[config.mk]
export PLATFORM = sky130hd
export DESIGN_NAME = pipeline_hazard_ctrl
export DESIGN_NICKNAME = d
export VERILOG_FILES = /design/src/rtl/pipe_ctrl_pkg.sv /design/src/rtl/pipeline_hazard_ctrl_sat_counter.sv /design/src/rtl/pipeline_hazard_ctrl.sv
export SDC_FILE = /design/constraint.sdc
export NUM_CORES = 1
export LEC_CHECK = 0
export ABC_AREA = 1
export BUFFER_PORTS_ARGS = -buffer_cell sky130_fd_sc_hd__buf_2
export CORE_ASPECT_RATIO = 1.1
export CORE_UTILIZATION = 48
export DETAILED_ROUTE_END_ITERATION = 6
export PLACE_DENSITY = 0.76
export SLEW_MARGIN = 40
export SYNTH_ARGS = -nofsm -noshare
export SYNTH_HDL_FRONTEND = slang
export SYNTH_HIERARCHICAL = 1
export SYNTH_SLANG_ARGS = --single-unit
[constraint.sdc]
create_clock -name clk -period 2.58 [get_ports clk]
set_input_delay 0.258 -clock clk [delete_from_list [all_inputs] [get_ports clk]]
set_output_delay 0.258 -clock clk [all_outputs]
set_load 0.01 [all_outputs]
[src/rtl/pipe_ctrl_pkg.sv]
// Shared types and constants for the pipeline hazard/sequencing control.
package pipe_ctrl_pkg;

  // Controller state; the encoding is visible on state_out.
  typedef enum logic [1:0] {
    RUN    = 2'd0,
    FLUSH  = 2'd1,
    FREEZE = 2'd2
  } state_t;

  // Default register-file index width.
  localparam int REG_ADDR_W = 5;

  // Architectural zero register; a load targeting it creates no hazard.
  localparam logic [REG_ADDR_W-1:0] ZERO_REG = '0;

  // Control fields the ID/EX register takes on when it loads a bubble.
  localparam logic [7:0] CTRL_BUBBLE = 8'h00;

endpackage

[src/rtl/pipeline_hazard_ctrl_sat_counter.sv]
// Saturating up-counter used for the stall and flush performance counters.
module sat_counter #(
  parameter int CNT_W = 32
) (
  input  logic             clk,
  input  logic             reset,
  input  logic             inc,
  output logic [CNT_W-1:0] count
);

  // Count up on inc; stick at all-ones instead of wrapping.
  always_ff @(posedge clk or negedge reset) begin
    if (!reset) begin
      count <= '0;
    end else if (inc && (count != '1)) begin
      // NOTE: state registers use non-blocking assignments so every flop samples pre-edge values.
      count <= count + 1'b1;
    end
  end

endmodule

[src/rtl/pipeline_hazard_ctrl.sv]
// Hazard and sequencing controller: load-use stalls, branch squashing,
// memory-busy freezes and saturating stall/flush counters.
module pipeline_hazard_ctrl
  import pipe_ctrl_pkg::*;
#(
  parameter int REG_ADDR_W  = pipe_ctrl_pkg::REG_ADDR_W,
  parameter int EXTRA_FLUSH = 1,
  parameter int CNT_W       = 32
) (
  input  logic                  clk,
  input  logic                  reset,
  input  logic [REG_ADDR_W-1:0] id_rs1,
  input  logic [REG_ADDR_W-1:0] id_rs2,
  input  logic                  id_rs1_used,
  input  logic                  id_rs2_used,
  input  logic                  idex_memread,
  input  logic [REG_ADDR_W-1:0] idex_rd,
  input  logic                  ex_branch_taken,
  input  logic                  mem_busy,
  output logic                  pc_write,
  output logic                  ifid_write,
  output logic                  ifid_flush,
  output logic                  idex_flush,
  output logic                  pipe_freeze,
  output logic [1:0]            state_out,
  output logic [CNT_W-1:0]      stall_cnt,
  output logic [CNT_W-1:0]      flush_cnt
);

  localparam logic [2:0] FLUSH_LOAD = 3'(EXTRA_FLUSH);

  state_t     state, state_nxt, ret, ret_nxt, eff_state;
  logic [2:0] fcnt, fcnt_nxt;
  logic       lu;
  logic       branch_accept;

  // Load-use hazard: EX holds a load whose non-zero destination ID reads.
  assign lu = idex_memread && (idex_rd != REG_ADDR_W'(0)) &&
              ((id_rs1_used && (id_rs1 == idex_rd)) ||
               (id_rs2_used && (id_rs2 == idex_rd)));

  // A resumed FREEZE behaves as the state it interrupted.
  assign eff_state = (state == FREEZE) ? ret : state;

  // State, flush countdown and resume-state registers.
  always_ff @(posedge clk or negedge reset) begin
    if (!reset) begin
      state <= RUN;
      ret   <= RUN;
      fcnt  <= '0;
    end else begin
      state <= state_nxt;
      ret   <= ret_nxt;
      fcnt  <= fcnt_nxt;
    end
  end

  // Next state and control outputs; priority is mem_busy, branch, then lu.
  always_comb begin
    // NOTE: every output gets a default first so no path can infer a latch.
    pc_write      = 1'b1;
    ifid_write    = 1'b1;
    ifid_flush    = 1'b0;
    idex_flush    = 1'b0;
    pipe_freeze   = 1'b0;
    state_nxt     = RUN;
    ret_nxt       = ret;
    fcnt_nxt      = fcnt;
    branch_accept = 1'b0;

    if (mem_busy) begin
      pc_write    = 1'b0;
      ifid_write  = 1'b0;
      pipe_freeze = 1'b1;
      state_nxt   = FREEZE;
      if (state != FREEZE) ret_nxt = state;
    end else if (ex_branch_taken) begin
      ifid_flush    = 1'b1;
      idex_flush    = 1'b1;
      fcnt_nxt      = FLUSH_LOAD;
      state_nxt     = (EXTRA_FLUSH > 0) ? FLUSH : RUN;
      branch_accept = 1'b1;
    end else if (eff_state == FLUSH) begin
      // ID holds a squashed slot, so lu is irrelevant here.
      ifid_flush = 1'b1;
      fcnt_nxt   = fcnt - 3'd1;
      state_nxt  = (fcnt == 3'd1) ? RUN : FLUSH;
    end else if (lu) begin
      pc_write   = 1'b0;
      ifid_write = 1'b0;
      idex_flush = 1'b1;
    end

    // Reset holds the front end and bubbles both pipeline registers.
    if (!reset) begin
      pc_write      = 1'b0;
      ifid_write    = 1'b0;
      ifid_flush    = 1'b1;
      idex_flush    = 1'b1;
      pipe_freeze   = 1'b0;
      branch_accept = 1'b0;
    end
  end

  assign state_out = reset ? state : RUN;

  sat_counter #(.CNT_W(CNT_W)) u_stall_cnt (
    .clk   (clk),
    .reset (reset),
    .inc   (!pc_write),
    .count (stall_cnt)
  );

  sat_counter #(.CNT_W(CNT_W)) u_flush_cnt (
    .clk   (clk),
    .reset (reset),
    .inc   (branch_accept),
    .count (flush_cnt)
  );

endmodule

==> impl_metrics.py <==
metrics = {
    "drt": {
        "viasPerCell": 4.975,
        "drt-wirelength-per-cell_um": 12.59,
        "drt.antenna.violating_nets": 0,
        "routed_wl_um": 12850,
        "vias": 5075,
        "detail_route.iter0.violations": 313,
        "drc_errors": 0,
        "firstDrtPassIters": 5,
    },
    "die": {
        "chipHeight_um": 109.4,
        "design.die.area_um2": 10900,
        "rows": 38,
        "initial_core_util_pct": 50.15,
        "core_area_um2": 10030,
        "die_x_um": 99.62,
        "io_pins": 93,
    },
    "cts": {
        "cts-resized-gates": 0,
        "numCtsBuffers": 9,
        "clock-sinks": 71,
        "clkTransAtPathRegs_ns": 0.08,
        "root_buffer": "clkbuf_8",
        "ctsHoldBuffers": 1,
        "h-tree-depth": 3,
        "clockBufferDepth": 2,
        "cts_tree": "yes",
        "post-cts-setup-buffer-count": 0,
        "clock_latency_ns": 0.37,
    },
    "final_layout": {
        "drive_above_1_share_pct": 18.07,
        "multiInputGateArea_um2": 2811,
        "diodes": 0,
        "layout_common_cells": "323 x nand2_1, 118 x nor2_1, 91 x buf_2",
        "nFillCells": 1013,
        "mostFrequentLayoutCell": "nand2_1",
        "stdcell_area_um2": 5829,
        "syn2layout_area_growth_pct": 15.87,
        "seqCellArea_um2": 1777,
        "nets": 901,
    },
    "place": {
        "port_buffers": 92,
        "place_area_um2": 5590,
        "gp_congestion": 0.9274,
        "hpwl_um": 9511,
    },
    "status": {
        "status": "finished, final reports clean",
    },
    "timing": {
        "max_freq_mhz": 436.5,
        "setup_viol": 0,
        "relSlewSlack_pct": 58.52,
        "slew_viol_final": 0,
        "worst_pin_slew_ns": 0.6223,
        "rsz0062_at_grt": "no",
        "hold_viol": 0,
        "fin_tns_setup_ns": 0,
        "fin_crit_ns": 2.291,
        "fin_skew_ns": 0.008440,
        "period_share_pct": 88.80,
    },
    "power_and_ir_drop": {
        "power.total_mw": 2.894,
        "switching_share_pct": 31.61,
        "seq_power_share_pct": 46.4,
        "ir_drop_mv": 0.4173,
        "intPower_mw": 1.979,
        "p_comb_share_pct": 17.6,
        "clock_power_share_pct": 36.0,
        "p_switching_mw": 0.9148,
        "cellPowerDensity_nw_per_um2": 496.4,
        "p_leak_nw": 2.896,
    },
    "worst_setup_path": {
        "start_kind": "flop",
        "crit_top_cell": "nand2_1",
        "crit_family": "simple AND/OR/NAND/NOR gates",
        "required_ns": 2.84,
        "slowest_delay_ns": 0.43,
        "critPathKind": "flop to flop",
        "critical_path_buf_inv_count": 1,
        "arrival_ns": 2.55,
        "crit_path_max_fanout": 6,
        "slowest_stage": "dfrtp_1",
        "cp-end-kind": "flop",
        "path_cells": "a21o_1, nand2_2, nand2_1, nor2_1, nand2_2, o21ai_2, inv_1, nor2_1, nand2_1, nor2_1, nand3_1, nand2_1, nand2_1",
    },
    "grt": {
        "antenna_found_initial": 0,
        "grt_overflow_total": 0,
        "grtUsageTotal_pct": 25.06,
        "grt_max_degree": 68,
        "grt_pass1_vias": 4584,
        "grt_pass1_wl_um": 21270,
    },
    "hold_path": {
        "hp-class": "input port to flop",
    },
    "synth": {
        "syn_avg_cell_area_um2": 6.475,
        "synth.area.top_cells": "dfrtp_1 35%, nand2_1 24%, nor2_1 8.8%",
        "yosysTopAreaCellShare_pct": 35.31,
        "syn_area_um2": 5031,
        "syn-num-nets": 803,
        "synth_top_area_cell": "dfrtp_1",
        "synth_cells": 777,
        "synth_warnings": 6,
        "ys_seq_area_share_pct": 35.31,
        "synth_seq_cells": 71,
        "yosysUniqueCellTypes": 29,
    },
    "job": {
        "cap_violations": 0,
    },
}
==> power by group through the flow <==
stage	clock network, mW	registers, mW	logic, mW
floorplan	0	1.37	0.308
global placement	0	1.36	0.506
detailed placement	0	1.36	0.513
CTS	1.07	1.34	0.517
global route	1.11	1.36	0.585
finish	1.04	1.34	0.510
==> cells in the mapped netlist <==
cell and instances:
a21o_1 1, a21oi_1 1, a21oi_2 3, a31oi_2 1, buf_4 3, buf_6 6
buf_8 2, dfrtp_1 71, ha_1 4, inv_1 83, inv_2 3, nand2_1 323
nand2_2 18, nand2_4 4, nand3_1 49, nand3_2 2, nand3b_1 16, nand4_1 21
nor2_1 118, nor2_2 4, nor2_4 8, nor3_1 3, o21ai_0 11, o21ai_2 2
o21ai_4 1, o21bai_1 2, o22ai_1 1, xnor2_1 14, xor2_1 2
==> layer usage <==
layer | GRT usage (%) | share of wire [%] | vias to the layer above | wire, um
met1 | 32.12 | 44 | 2293 | 5716
met3 | 4.069 | 5.4 | 20 | 691
met5 | 0 | 0 | - | 0
met4 | 9.979 | 2.2 | 0 | 286
met2 | 42.51 | 48 | 158 | 6150
li1 | - | - | 2604 | -
==> registers in the layout, indices dropped and copies added (netlist names) <==
signal and flops:
u_stall_cnt/count 32, ret 2, fcnt 3, state 2
u_flush_cnt/count 32
==> cells by family (layout without fill, tap and decap cells) <==
logic type      Yosys count  count (layout)  synth area share, %
fa+ha+maj                 4               4               0.9948
buf+inv                  97             200                8.804
simple gates            566             566                48.89
flops                    71              71                35.31
xor+xnor                 16              16                2.785
compound gates           23              23                3.208
==> final timing paths <==
path	from	end	slack [ns]	cells after the start
worst max-delay path	state[1]$_DFF_PN0_	u_stall_cnt/count[26]$_DFFE_PN0P_	0.29	13
worst min-delay path	mem_busy	state[1]$_DFF_PN0_	0.10	1
worst max register to register	state[1]$_DFF_PN0_	u_stall_cnt/count[26]$_DFFE_PN0P_	0.29	13
worst min register to register	ret[0]$_DFFE_PN0P_	ret[0]$_DFFE_PN0P_	0.51	2
max in group asynchronous	reset	u_stall_cnt/count[27]$_DFFE_PN0P_	1.50	3
min in group asynchronous	reset	ret[0]$_DFFE_PN0P_	0.26	2
==> final cells by class <==
| type | count | area share (%) |
|---|---|---|
| clock buffers | 9 | 2.125 |
| clock inverters | 7 | 1.803 |
| inverters | 86 | 5.538 |
| multi-input cells | 609 | 48.23 |
| flip-flops and latches | 71 | 30.48 |
| well taps | 140 | 3.005 |
| repair buffers | 98 | 8.822 |
==> per-stage QoR <==
step,hold WS (ns),setup slack [ns],utilization [%],cells
6_report,0.1008,0.2888,58.11,1020
5_1_grt,0.09005,0.08552,58.11,1020
4_1_cts,0.08872,0.2962,58.11,1020
3_5_place_dp,0.09436,0.3502,55.72,1003
3_3_place_gp,0.09192,0.4356,55.69,1003
2_1_floorplan,-0.03759,0.4571,-,777
No activity file was read; power rests on OpenSTA's default activity.
